===== src/rtl/alu_issue_stage.sv =====
// alu_issue_stage: operand-fetch / write-back stage around a combinational alu.
//
// An instruction is accepted over a valid/ready handshake. Its operands are
// read from an internal register file and registered towards the alu, and the
// alu result is written back one edge later. A direct load port initialises
// registers and a combinational debug port reads the file.
//
// Build option (macro ALU_ISSUE_BYPASS_EN):
//   defined   - an instruction whose source matches the register being
//               written back on the same edge takes the alu result directly.
//   undefined - no bypass mux. Such an instruction is stalled for one cycle
//               and then reads the already updated register file.
// Architectural results are identical in both builds.

module alu_issue_stage #(
    parameter int BW    = 16,
    parameter int NREGS = 8,
    localparam int AW   = $clog2(NREGS)
) (
    input  logic          clk,
    input  logic          rst,
    // instruction handshake
    input  logic          instr_valid,
    output logic          instr_ready,
    input  logic [2:0]    instr_opcode,
    input  logic [AW-1:0] instr_rd,
    input  logic [AW-1:0] instr_rs1,
    input  logic [AW-1:0] instr_rs2,
    // direct register load
    input  logic          ld_valid,
    output logic          ld_ready,
    input  logic [AW-1:0] ld_addr,
    input  logic [BW-1:0] ld_data,
    // alu interface
    output logic [BW-1:0] alu_in_a,
    output logic [BW-1:0] alu_in_b,
    output logic [2:0]    alu_opcode,
    input  logic [BW:0]   alu_out,
    input  logic [2:0]    alu_flags,
    // write-back report
    output logic          wb_valid,
    output logic [AW-1:0] wb_addr,
    output logic [BW-1:0] wb_data,
    output logic [2:0]    flags_q,
    // debug read
    input  logic [AW-1:0] dbg_addr,
    output logic [BW-1:0] dbg_data
);

    // ------------------------------------------------------------------
    // State
    // ------------------------------------------------------------------
    logic [BW-1:0] r_rf [NREGS];     // architectural register file
    logic          r_iss_v;          // an instruction sits in the alu this cycle
    logic [AW-1:0] r_iss_rd;         // its destination register
    logic [BW-1:0] r_alu_in_a;
    logic [BW-1:0] r_alu_in_b;
    logic [2:0]    r_alu_opcode;
    logic          r_wb_valid;
    logic [AW-1:0] r_wb_addr;
    logic [BW-1:0] r_wb_data;
    logic [2:0]    r_flags_q;

    // ------------------------------------------------------------------
    // Combinational control
    // ------------------------------------------------------------------
    logic [BW-1:0] w_res;            // alu result truncated to register width
    logic          w_unused_msb;     // alu carry-out bit, intentionally dropped
    logic          w_hazard;         // instruction must wait one cycle
    logic          w_instr_fire;
    logic          w_ld_fire;
    logic [BW-1:0] w_opa;
    logic [BW-1:0] w_opb;

    assign w_res        = alu_out[BW-1:0];
    assign w_unused_msb = alu_out[BW];

    // Loads are only taken while the alu slot is empty, so a load and a
    // write-back never target the register file on the same edge.
    assign ld_ready     = ~r_iss_v;
    assign w_ld_fire    = ld_valid & ~r_iss_v;

    // Loads have priority over instructions; a hazard adds a stall when the
    // bypass network is absent.
    assign instr_ready  = ~ld_valid & ~w_hazard;
    assign w_instr_fire = instr_valid & instr_ready;

`ifdef ALU_ISSUE_BYPASS_EN
    // Operand select: a source matching the register written back on this
    // edge takes the alu result instead of the stale file entry.
    always_comb begin
        w_hazard = 1'b0;
        if (r_iss_v && (instr_rs1 == r_iss_rd)) begin
            w_opa = w_res;
        end else begin
            w_opa = r_rf[instr_rs1];
        end
        if (r_iss_v && (instr_rs2 == r_iss_rd)) begin
            w_opb = w_res;
        end else begin
            w_opb = r_rf[instr_rs2];
        end
    end
`else
    // Operand select: plain file read; a dependent instruction is held off
    // for one cycle so the file already holds the new value when it issues.
    always_comb begin
        w_opa = r_rf[instr_rs1];
        w_opb = r_rf[instr_rs2];
        if (r_iss_v && ((instr_rs1 == r_iss_rd) || (instr_rs2 == r_iss_rd))) begin
            w_hazard = 1'b1;
        end else begin
            w_hazard = 1'b0;
        end
    end
`endif

    // ------------------------------------------------------------------
    // Register file: write-back from the alu or a direct load
    // ------------------------------------------------------------------

    // Register file update; write-back and load are mutually exclusive.
    always_ff @(posedge clk or posedge rst) begin
        if (rst) begin
            for (int i = 0; i < NREGS; i++) begin
                r_rf[i] <= '0;
            end
        end else if (r_iss_v) begin
            r_rf[r_iss_rd] <= w_res;
        end else if (w_ld_fire) begin
            r_rf[ld_addr] <= ld_data;
        end
    end

    assign dbg_data = r_rf[dbg_addr];

    // ------------------------------------------------------------------
    // Issue stage (E0): register operands and opcode towards the alu
    // ------------------------------------------------------------------

    // Issue register; alu inputs hold their last value while idle.
    always_ff @(posedge clk or posedge rst) begin
        if (rst) begin
            r_iss_v      <= 1'b0;
            r_iss_rd     <= '0;
            r_alu_in_a   <= '0;
            r_alu_in_b   <= '0;
            r_alu_opcode <= 3'd0;
        end else if (w_instr_fire) begin
            r_iss_v      <= 1'b1;
            r_iss_rd     <= instr_rd;
            r_alu_in_a   <= w_opa;
            r_alu_in_b   <= w_opb;
            r_alu_opcode <= instr_opcode;
        end else begin
            r_iss_v      <= 1'b0;
        end
    end

    // ------------------------------------------------------------------
    // Write-back stage (E1): capture the alu result and flags
    // ------------------------------------------------------------------

    // Write-back report; address, data and flags only change on write-back.
    always_ff @(posedge clk or posedge rst) begin
        if (rst) begin
            r_wb_valid <= 1'b0;
            r_wb_addr  <= '0;
            r_wb_data  <= '0;
            r_flags_q  <= 3'd0;
        end else if (r_iss_v) begin
            r_wb_valid <= 1'b1;
            r_wb_addr  <= r_iss_rd;
            r_wb_data  <= w_res;
            r_flags_q  <= alu_flags;
        end else begin
            r_wb_valid <= 1'b0;
        end
    end

    assign alu_in_a   = r_alu_in_a;
    assign alu_in_b   = r_alu_in_b;
    assign alu_opcode = r_alu_opcode;
    assign wb_valid   = r_wb_valid;
    assign wb_addr    = r_wb_addr;
    assign wb_data    = r_wb_data;
    assign flags_q    = r_flags_q;

endmodule


===== config.mk =====
export PLATFORM = sky130hd
export DESIGN_NAME = alu_issue_stage
export DESIGN_NICKNAME = d
export VERILOG_FILES = /design/src/rtl/alu_issue_stage.sv
export SDC_FILE = /design/constraint.sdc
export NUM_CORES = 1
export LEC_CHECK = 0
export CAP_MARGIN = 0
export CORE_ASPECT_RATIO = 1.1
export CORE_UTILIZATION = 45
export CTS_CLUSTER_DIAMETER = 40
export DETAILED_ROUTE_END_ITERATION = 12
export GPL_TIMING_DRIVEN = 0
export HOLD_SLACK_MARGIN = 0.06
export PLACE_DENSITY = 0.73
export SLEW_MARGIN = 20
export SYNTH_ARGS = -nofsm -noshare
export SYNTH_HDL_FRONTEND = slang
export SYNTH_SLANG_ARGS = --single-unit

===== constraint.sdc =====
create_clock -name clk -period 8.3 [get_ports clk]
set_clock_uncertainty 0.1 [all_clocks]
set_input_delay 1.66 -clock clk [delete_from_list [all_inputs] [get_ports clk]]
set_output_delay 1.66 -clock clk [all_outputs]
set_load 0.02 [all_outputs]

## After elaboration in Yosys (flattened, before gate mapping)

Cells that the tools add are included.

| word-level totals | value |
|---|---|
| register bits | 190 |
| bits of input ports | 58 |
| output and inout port bits | 76 |
| word-level logic and storage cells | 62 |

| operators by class | value |
|---|---|
| order comparisons | 7 |
| equal/unequal tests | 2 |
| muxes and demuxes | 20 |
| bitwise logic cells | 11 |
| reductions and logical operators | 5 |

Operator list:

| kind | number |
|---|---|
| $bwmux W128 | 2 |
| $mux W128 | 2 |
| $bmux W16 S3 | 3 |
| $mux W16 | 8 |
| $demux W16 S3 | 2 |
| $ge A4 B4 Y1 const B | 5 |
| $not A3 Y4 | 5 |
| $lt A4 B1 Y1 const B | 2 |
| $eq A3 B3 Y1 | 2 |
| $and A1 B1 Y1 | 3 |
| $logic_and A1 B1 Y1 | 3 |
| $mux W1 | 3 |
| $not A1 Y1 | 3 |
| $reduce_bool A2 Y1 | 1 |
| $logic_or A1 B1 Y1 | 1 |

## Depth between registers and ports, before layout

Gate-level depths: netlist (run 1).

| depth | value |
|---|---|
| word-level depth | 8 |
| mapped depth | 7 |
| mapped depth without buffers | 4 |

## Worst setup path after synthesis (run 1)

No wires, ideal clock.

| path | value |
|---|---|
| path type | input to output |
| start point | input port dbg_addr[0] |
| end point | output port dbg_data[0] |
| data arrival time | 3021 ps |
| data required time | 6540 ps |
| path slack | 3519 ps |
| stages | 4 |
| path buffers | 2 |
| cells stage by stage | clkbuf_1 buf_2 mux4_2 mux2_2 |

| between the ends | value |
|---|---|
| cells in the longest elaborated chain, start to end | 4 |

RTL lines:

| element | line | source |
|---|---|---|
| from (decl) | 46 | `input logic [AW-1:0] dbg_addr,` |
| $not A3 Y4 (implied by the code) | 135 | `assign dbg_data = r_rf[dbg_addr];` |
| $bmux W16 S3 | 135 |  |
| $mux W16 (implied by the code) (2 in series) | 135 |  |
| to (decl) | 47 | `output logic [BW-1:0] dbg_data` |

No other way between the ends. The select of a mux whose other input is x is not followed.

## Worst setup path after layout (run 1)

| path | value |
|---|---|
| start point | input port dbg_addr[1] |
| end point | output port dbg_data[7] |

Same word-level chain as after synthesis.

==> results.yml, run 1 <==
sta:
  rsz0062_at_grt: "false"
  hold_ws_ns: 0.404
  drv_slew: 0
  setup_tns_ns: 0
  min_period_over_period: 0.740
  period_needed_ns: 6.14
  worst_pin_slew_ns: 1.08
  final-hold-violation-count: 0
  setup_viol: 0
  fmax_ghz: 0.163
  slew_headroom: 0.281
grt:
  grt_max_degree: 89
  antenna_found_initial: 0
  grt_pass1_wl_um: 57000
  overflow: 0
  grtUsageTotal: 0.313
  grt_pass1_vias: 9322
power_and_ir_drop:
  p_leak_nw: 5.25
  power_density_nw_per_um2: 268
  peakVddDrop_v: 0.000161
layout:
  syn_to_final_growth_pct: 20.3
  final_cell_mix: "dfrtp_1 (190), clkdlybuf4s50_1 (121), mux2_2 (104)"
  final_common_cell: "dfrtp_1"
  diodes: 0
  fillCellCount: 2023
  nets: 1060
  drive_gt1_frac: 0.278
worst_setup_path:
  path_max_fanout: 10
  r2r_end: "r_rf[87]$_DFFE_PP0P_"
  worstSetupPathType: "in -> out"
  arrival_ns: 4.38
  crit_start: "dbg_addr[1]"
  crit_required_ns: 6.54
  worst_setup_path_end_kind: "output pin"
  r2r_cells: 6
  rr_startpoint: "r_iss_v$_DFF_PP0_"
  endpoint: "dbg_data[7]"
  reg2reg_slack_ns: 5.55
  startpoint_type: "input pin"
cts:
  cts_tree: "done"
  cts-root-buf: "clkbuf_16"
  clock_latency_ns: 0.45
  cts.sinks: 190
  path_clk_slew_ns: 0.07
  cts_inserted_buffers: 17
  post_cts_buffers: 0
  cts_resized: 0
  h-tree-depth: 4
  cts_hold_buf: 0
  clk_path_buf_depth: 2
floorplan:
  fp-row-count: 59
  initial_utilization: 0.464
  die_area_um2: 25300
  core-area_um2: 23900
  die_x_um: 152
  die_h_um: 167
  io_pins: 134
yosys:
  yosysWarnings: 0
  synth_area_um2: 11100
  syn_inst: 860
  ys_ff_latch: 190
  synth_cell_types: 30
  yosysSeqAreaShare: 0.428
  syn_avg_cell_area_um2: 12.9
  syn-num-nets: 918
route:
  initialDrtViolationCount: 1308
  final_antenna_net_count: 0
  viasPerCell: 7.10
  vias: 9366
  dr.pass1.iters: 8
  wl_per_cell_um: 29.0
  wl_um: 38300
  route.detailed.drc: 0
job:
  cap_violations: 0
placement:
  place_congestion: 0.916
  port_buffers: 121
  dp_hpwl_um: 25400
worst_hold_path:
  hold_path_class: "reg -> reg"
outcome:
  status: "finished, final reports clean"
-- synth_stat cells --
cell	number	area [µm²]
nor2_1	2	7.51
nand2b_1	1	6.26
buf_1	5	18.8
inv_1	19	71.3
clkbuf_1	49	184
mux4_2	96	2160
o22a_1	36	315
dfrtp_1	190	4750
or3b_2	2	17.5
buf_6	2	22.5
buf_4	2	15.0
and2_1	1	6.26
o21a_1	64	480
mux2_1	10	113
clkbuf_2	1	5.00
nand4_1	1	6.26
nand3_1	3	15.0
o21ai_0	48	240
a41oi_1	1	8.76
o22ai_1	36	225
or3b_1	2	17.5
mux2_4	10	150
xnor2_1	6	52.6
buf_8	1	15.0
o221ai_1	64	561
buf_2	30	150
nand3b_1	6	45.0
nand2_1	66	248
mux2_2	104	1170
or3_1	2	12.5
-- layer usage --
layer	vias up	track usage	part of all wire
met3	195	0.0948	0.12
met5	-	0	0
li1	3691	-	-
met4	0	0.183	0.061
met2	785	0.453	0.44
met1	4695	0.415	0.37
-- metrics by stage --
| step | instances | util | power (mW) | cell area [µm²] | setup WS (ns) |
|---|---|---|---|---|---|
| detailed placement | 1288 | 0.533 | 2.70 | 12800 | 2.25 |
| finish | 1319 | 0.558 | 3.58 | 13400 | 2.16 |
| floorplan | 860 | - | 2.19 | 11100 | 1.37 |
| global route | 1319 | 0.558 | 3.72 | 13400 | 2.14 |
| global placement | 1286 | 0.531 | 2.65 | 12700 | -1.40 |
| CTS | 1319 | 0.558 | 3.56 | 13400 | 2.24 |
-- state kept, by name (all words and copies together) (netlist names) --
name / count
alu_in_a: 16
r_iss_v: 1
r_rf: 128
alu_opcode: 3
alu_in_b: 16
flags_q: 3
wb_valid: 1
wb_data: 16
wb_addr: 3
r_iss_rd: 3
-- report_power, final --
group	switching (mW)	internal [mW]
clock network	0.389	0.483
registers	0.241	1.19
logic	0.577	0.699
-- worst max-delay path: stages --
cell and delay [ns]:
clkdlybuf4s50_1 0.60, clkbuf_1 0.84, mux4_2 0.43, mux2_2 0.30
clkdlybuf4s50_1 0.54
-- cell families after synthesis --
kind of cell,share of synthesized area
buf+inv,0.0434
compound gates,0.165
mux,0.324
simple gates,0.0344
flops,0.428
xor+xnor,0.00474
-- worst min-delay path by stage --
stage | startpoint | end | cells past startpoint
2_1_floorplan | r_iss_v$_DFF_PP0_ | wb_valid$_DFF_PP0_ | 0
3_3_place_gp | alu_opcode[1]$_DFFE_PP0P_ | alu_opcode[1]$_DFFE_PP0P_ | 1
3_5_place_dp | alu_in_b[4]$_DFFE_PP0P_ | alu_in_b[4]$_DFFE_PP0P_ | 1
4_1_cts | alu_in_b[4]$_DFFE_PP0P_ | alu_in_b[4]$_DFFE_PP0P_ | 1
5_1_grt | alu_in_a[9]$_DFFE_PP0P_ | alu_in_a[9]$_DFFE_PP0P_ | 1
6_report | alu_opcode[1]$_DFFE_PP0P_ | alu_opcode[1]$_DFFE_PP0P_ | 1
-- cell type report --
class	count	area [µm²]	share of cell area
inverters	19	78.8	0.00590
clock buffers	18	439	0.0329
clock inverters	13	163	0.0122
repair buffers	123	1270	0.0948
multi-input cells	561	5860	0.439
flip-flops and latches	190	4750	0.356
well taps	305	382	0.0286
plain buffers	90	410	0.0307
No activity file was read; power rests on OpenSTA's default activity.
==> run 2: changes to the inputs <==
--- a/config.mk
+++ b/config.mk
@@ -12,7 +12,7 @@
 export DETAILED_ROUTE_END_ITERATION = 12
 export GPL_TIMING_DRIVEN = 0
 export HOLD_SLACK_MARGIN = 0.06
-export PLACE_DENSITY = 0.73
+export PLACE_DENSITY = 0.75
 export SLEW_MARGIN = 20
 export SYNTH_ARGS = -nofsm -noshare
 export SYNTH_HDL_FRONTEND = slang
==> constraint.sdc (replaced) <==
create_clock -name clk -period 5.3 [get_ports clk]
set_clock_uncertainty 0.1 [all_clocks]
set_input_delay 1.06 -clock clk [delete_from_list [all_inputs] [get_ports clk]]
set_output_delay 1.06 -clock clk [all_outputs]
set_load 0.02 [all_outputs]
==> run 2 against run 1 <==
  * Sequential share of layout area is 0.27 points lower
  * Flip-flop and latch count is the same
  * Global-route usage grew 0.087 points
  * Final area rose by 0.77%
  * Critical endpoint is now dbg_data[10]
  * Routed wire length is 0.17% higher
  * Via count shrank 0.56%
==> results.yml, run 2 (synthesis results as in run 1) <==
floorplan:
  core-area_um2: 23900
  initial_utilization: 0.464
  io_pins: 134
  die_x_um: 152
  die_area_um2: 25300
  die_h_um: 167
  fp-row-count: 59
layout:
  final_cell_mix: "dfrtp_1 (190), clkdlybuf4s50_1 (121), mux2_2 (104)"
  syn_to_final_growth_pct: 21.3
  fillCellCount: 2016
  regMostFlops: "r_rf"
  seq_area_um2: 4750
  multi_input_area_um2: 5860
  drive_gt1_frac: 0.282
  largest_reg_flops: 128
  diodes: 0
  final_common_cell: "dfrtp_1"
  nets: 1065
sta:
  min_period_over_period: 0.928
  rsz0062_at_grt: "false"
  setup_viol: 0
  slew_headroom: 0.198
  drv_slew: 0
  setup_tns_ns: 0
  period_needed_ns: 4.92
  worst_pin_slew_ns: 1.20
  final-hold-violation-count: 0
  fmax_ghz: 0.203
worst_setup_path:
  cp.buffers_inverters: 3
  path_common_cell: "clkdlybuf4s50_1"
  worstSetupPathType: "in -> out"
  cp_slowest_stage_delay_ns: 0.80
  startpoint_type: "input pin"
  worst_setup_path_end_kind: "output pin"
  rr_startpoint: "r_iss_rd[1]$_DFFE_PP0P_"
  path_max_fanout: 10
  crit_required_ns: 4.14
  cp_cell_sequence: "clkdlybuf4s50_1 -> clkbuf_1 -> mux4_2 -> mux2_2 -> clkdlybuf4s50_1"
  arrival_ns: 3.76
  reg2reg_slack_ns: 2.57
  cp_top_family: "buffers and inverters"
  slowest_stage: "clkbuf_1"
  r2r_end: "r_rf[35]$_DFFE_PP0P_"
  r2r_cells: 5
power_and_ir_drop:
  power_density_nw_per_um2: 416
  peakVddDrop_v: 0.000250
  p_leak_nw: 5.30
  power.total_mw: 5.60
outcome:
  status: "finished, final reports clean"
cts:
  post_cts_buffers: 0
  cts-root-buf: "clkbuf_16"
  cts_inserted_buffers: 17
  cts.sinks: 190
  clk_path_buf_depth: 2
  path_clk_slew_ns: 0.07
  cts_tree: "done"
  h-tree-depth: 4
  clock_latency_ns: 0.45
  cts_resized: 0
  cts_hold_buf: 0
route:
  route.detailed.drc: 0
  wl_per_cell_um: 29.0
  viasPerCell: 7.03
  dr.pass1.iters: 7
  initialDrtViolationCount: 1269
  final_antenna_net_count: 0
  wl_um: 38400
  vias: 9314
grt:
  antenna_found_initial: 0
  overflow: 0
  grt_pass1_vias: 9317
  grtUsageTotal: 0.314
  grt_max_degree: 35
  grt_pass1_wl_um: 57400
worst_hold_path:
  whs_path_depth: 1
  min_from: "alu_in_b[15]$_DFFE_PP0P_"
  hold_path_class: "reg -> reg"
  whs_endpoint: "alu_in_b[15]$_DFFE_PP0P_"
job:
  cap_violations: 0
placement:
  place_congestion: 0.915
  dp_hpwl_um: 26100
  port_buffers: 121
==> run 2: cell types whose count changed in the layout (fill, tap and decap cells not counted) <==
cell,previous run,this run
clkbuf_8,1,0
buf_12,0,4
buf_16,2,3
inv_6,4,6
clkinv_2,3,1
clkinv_4,0,1
bufinv_16,3,2
inv_8,1,3
==> run 2: cell type report <==
type	instances	share of cell area
clock buffers	17	0.0316
multi-input cells	561	0.436
flip-flops and latches	190	0.353
inverters	19	0.00558
clock inverters	15	0.0130
plain buffers	90	0.0305
well taps	305	0.0284
repair buffers	128	0.102
==> run 2: power by group <==
part	switching [mW]	internal (mW)	total, mW
registers	0.378	1.86	2.24
clock network	0.644	0.714	1.36
logic	0.902	1.10	2.00
==> run 2: worst reg2reg max path: stages (launching register included) <==
cell and delay, ns:
dfrtp_1 0.39, buf_4 0.19, nand3b_1 0.52, o22ai_1 0.53, clkbuf_1 0.73, o21a_1 0.20
==> run 2: per-stage QoR <==
step | area (µm²) | utilization | cells | setup slack [ns] | hold WS [ns]
after floorplan | 11100 | - | 860 | 1.69 | 0.338
after global placement | 12700 | 0.531 | 1286 | 0.0590 | 0.388
after detailed placement | 12900 | 0.538 | 1293 | 0.539 | 0.393
after CTS | 13500 | 0.563 | 1325 | 0.518 | 0.409
after global routing | 13500 | 0.563 | 1325 | 0.430 | 0.427
final | 13500 | 0.563 | 1325 | 0.383 | 0.407
==> run 2: routing by layer <==
layer	part of all wire	vias to the layer above	global-route usage
li1	-	3710	-
met1	0.37	4673	0.410
met2	0.46	744	0.469
met3	0.12	187	0.0858
met4	0.059	0	0.180
met5	0	-	0
==> run 2: worst max path at each step <==
stage                start                      end  cells after the start
6_report       dbg_addr[1]             dbg_data[10]                      5
2_1_floorplan          rst  alu_in_a[0]$_DFFE_PP0P_                      1
3_3_place_gp           rst   flags_q[2]$_DFFE_PP0P_                      2
3_5_place_dp   dbg_addr[1]             dbg_data[10]                      5
4_1_cts        dbg_addr[1]             dbg_data[10]                      5
5_1_grt        dbg_addr[1]             dbg_data[10]                      5
==> patch 1 (config.mk and constraints of run 2) <==
The option `ALU_ISSUE_BYPASS_EN` is turned on by a define.
--- a/src/rtl/alu_issue_stage.sv
+++ b/src/rtl/alu_issue_stage.sv
@@ -11,6 +11,8 @@
 //   undefined - no bypass mux. Such an instruction is stalled for one cycle
 //               and then reads the already updated register file.
 // Architectural results are identical in both builds.
+
+`define ALU_ISSUE_BYPASS_EN
 
 module alu_issue_stage #(
     parameter int BW    = 16,
Check against the original RTL: not equivalent (a bounded check fails within 4 cycles, from zero or initial values and one cycle with rst high).
==> patch 1 against run 2 <==
Synthesized area rose by 3.8%; setup slack worse by 0.044 ns; total power fell by 26%; sequential cell count unchanged; routed wire length shrank 0.34%; non-clock buffer count grew 13; final area grew 2.8%; combinational power is 47% lower; largest cell class unchanged.
==> patch 1: results (changes against run 2) <==
[power]
p_seq_mw=1.76  ; -21%
internal_power_mw=2.81  ; -24%
p_leak_nw=5.86  ; +11%
power_frac_clock_pct=31.4  ; +7.2 points
power_density_nw_per_um2=299  ; -28%
ir_drop_uv=234  ; -6.6%

[final_layout]
multi_input_area_share_pct=44.8  ; +1.2 points
layout.nonclk_buf_share_pct=13.2  ; -0.016 points
design.seq.count=190  ; unchanged
multi_input_cells=588  ; +4.8%
fin_nets=1106  ; +3.8%
n_all_buffers=231  ; +6.0%
num-fill-cells=2070  ; +2.7%
seq_area_um2=4750  ; unchanged
final-clk-cell-share_pct=4.19  ; -0.27 points
inverters=20  ; +1
fin_util_pct=54.9  ; -1.3 points
stdcell_count=1376  ; +3.8%
drive_above_1_share_pct=30.6  ; +2.4 points

[drt]
detail_route.iter0.violations=1027  ; -19%
wl_met1_mm=14.0  ; -1.0%
drt_first_pass_iters=5  ; -2
wl_met2_mm=17.7  ; +1.2%
num_vias=9380  ; +0.71%
routedWlPerCell_um=27.8  ; -4.0%
wl_met3_mm=4.43  ; -0.29%

[global_routing]
grt_max_degree=34  ; -2.9%
use_met2_pct=46.1  ; -0.84 points
grt.met1_usage_pct=37.9  ; -3.1 points
first_global_vias=9438  ; +1.3%
grt_pass1_wl_mm=57.6  ; +0.35%
met3_usage_pct=8.02  ; -0.55 points
track_usage_pct=29.9  ; -1.6 points

[placement]
gp_congestion=0.931  ; +1.8%
dp_cells=1344  ; +3.9%
placed_area_um2=13300  ; +3.1%
dp_slack_ns=0.470  ; -0.0686 ns
post-dp-hpwl_mm=27.2  ; +4.2%

[run_status]
status=finished clean

[synth]
synth_nets=960  ; +4.6%
async_flop_share_pct=100  ; unchanged
yosys-top-cells-area=dfrtp_1, mux4_2, mux2_2
synth-compound-area-share_pct=11.0  ; -5.5 points
ys_seq_area_share_pct=41.3  ; -1.6 points
yosys_warnings=0  ; unchanged
synth_cell_types=28  ; -6.7%
synthMuxAreaShare_pct=37.5  ; +5.1 points
synth_common_cells=dfrtp_1, o22ai_1, mux2_2
synthCells=902  ; +4.9%
synth_xor_area_share_pct=0.456  ; -0.018 points

[sta]
worst_pin_slew_ns=1.08  ; -0.126 ns

[worst_setup_path]
critPathArrivalTime_ns=3.80  ; +0.04 ns

[patch 1: cell types whose count changed in the layout (fill, tap and decap cells not counted), sizes merged, moves of 12 or more]
cell / change
buf: +12
mux2: +26
mux2i: +32
nand2: +16
nand2b: +17
o21a: -64
o21ai: -32
o221ai: -32
o22a: -32
o22ai: +96
[patch 1: path summary, 6_finish.rpt]
| kind | startpoint | endpoint | slack [ns] | cells after the start |
|---|---|---|---|---|
| min | alu_opcode[2] | alu_opcode[2] | 0.38 | 2 |
| max in group asynchronous | rst | r_rf[76] | 3.19 | 5 |
| max | dbg_addr[1] | dbg_data[1] | 0.34 | 5 |
| max reg2reg | r_iss_v | alu_in_b[8] | 2.58 | 5 |
| min reg2reg | alu_opcode[2] | alu_opcode[2] | 0.38 | 2 |
| min in group asynchronous | rst | r_rf[54] | 0.91 | 2 |
[patch 1: cells by family (layout without fill, tap and decap cells)]
group	after synthesis	after routing
flops	190	190
simple gates	118	118
buf+inv	124	283
mux	278	278
compound gates	186	186
xor+xnor	6	6
==> patch 2 (settings of run 2) <==
Made on the original files. Register the output `dbg_data`, with the module's reset; this adds one clock of latency there. The other outputs are not delayed to match.
--- a/src/rtl/alu_issue_stage.sv
+++ b/src/rtl/alu_issue_stage.sv
@@ -132,7 +132,13 @@
         end
     end
 
-    assign dbg_data = r_rf[dbg_addr];
+    always_ff @(posedge clk or posedge rst) begin
+        if (rst) begin
+            dbg_data <= '0;
+        end else begin
+            dbg_data <= r_rf[dbg_addr];
+        end
+    end
 
     // ------------------------------------------------------------------
     // Issue stage (E0): register operands and opcode towards the alu
Behaviour: not the same (Yosys sat finds a counterexample within 4 cycles, from zero or initial values and one cycle with rst high).
==> patch 2 against run 2 <==
Final area increased by 5.8%; count of clock-buffer cells in the layout increased by 16; setup slack improved by 0.78 ns; routed wire length increased by 2.1%; maximum frequency increased by 19%; clock power increased by 43%; sequential cell count increased by 16; critical path type is now reg -> out; largest cell class unchanged; highest routed layer unchanged; synthesized area increased by 3.6%; total power increased by 14%.
==> patch 2: results (changes against run 2) <==
[drt]
wl_met2_mm=17.5  ; +0.15%
wl_met1_mm=14.3  ; +0.80%
avgViaCountPerCell=6.87  ; -2.3%
wl_met3_mm=4.66  ; +5.1%

[synth]
synth_xor_area_share_pct=0.457  ; -0.016 points
synth-compound-area-share_pct=15.8  ; -0.65 points
ys_seq_area_share_pct=44.8  ; +2.0 points
yosys-top-cells-area=dfrtp_1, mux4_2, mux2_2
synth_cell_types=28  ; -6.7%
synth_common_cells=dfrtp_1, mux2_2, mux4_2

[worst_setup_path]
endpoint=ld_ready
rr_worst_depth=6  ; +1
worst_r2r_endpoint=r_rf[10]
timing.critical_path.from=r_iss_v
slowest_stage=clkdlybuf4s50_1

[final_layout]
fin_nets=1095  ; +2.8%

[worst_hold_path]
worstHoldStart=r_iss_v

[placement]
post-dp-hpwl_mm=26.6  ; +1.9%
gp_congestion=0.968  ; +5.9%
placed_area_um2=13300  ; +3.2%

[global_routing]
met3_usage_pct=8.76  ; +0.18 points
grt.met1_usage_pct=37.6  ; -3.4 points
track_usage_pct=30.3  ; -1.1 points

[run_status]
status=finished clean

[clocking]
h-tree-depth=1  ; -3

[patch 2: per-stage QoR]
| step | TNS (ns) | std cells | total power, mW | util [%] | setup slack [ns] |
|---|---|---|---|---|---|
| 3_5_place_dp | 0 | 1321 | 4.42 | 52.7 | 1.59 |
| 4_1_cts | 0 | 1374 | 6.36 | 56.5 | 1.26 |
| 3_3_place_gp | -42.22 | 1314 | 4.33 | 52.0 | -0.220 |
| 6_report | 0 | 1375 | 6.38 | 56.5 | 1.16 |
| 2_1_floorplan | 0 | 878 | 3.59 | - | 1.47 |
| 5_1_grt | 0 | 1374 | 6.61 | 56.5 | 1.15 |
[patch 2: final cells by class]
| class | count | area [µm²] | share of cell area (%) |
|---|---|---|---|
| buffer | 91 | 408 | 2.86 |
| sequential | 206 | 5150 | 36.2 |
| clock buffer | 33 | 761 | 5.34 |
| multi-input combinational | 562 | 5860 | 41.2 |
| timing repair buffer | 128 | 1370 | 9.60 |
| tap | 315 | 394 | 2.77 |
| antenna | 1 | 2.50 | 0.0176 |
| inverter | 19 | 75.1 | 0.527 |
| clock inverter | 20 | 213 | 1.49 |
[patch 2: logic make-up (layout without fill, tap and decap cells)]
family / Yosys count / after routing
AOI/OAI and AO/OA: 248 / 248
muxes: 220 / 220
DFF: 206 / 206
buffers and inverters: 110 / 291
and+or+nand+nor: 88 / 88
xor gates and xnor gates: 6 / 6
other: 0 / 1
[patch 2: power breakdown]
part | leakage (nW) | switching, mW | internal [mW]
Sequential | 2.61 | 0.389 | 2.03
Clock | 0.468 | 0.800 | 1.15
Combinational | 2.60 | 0.911 | 1.10
Total | 5.68 | 2.10 | 4.28
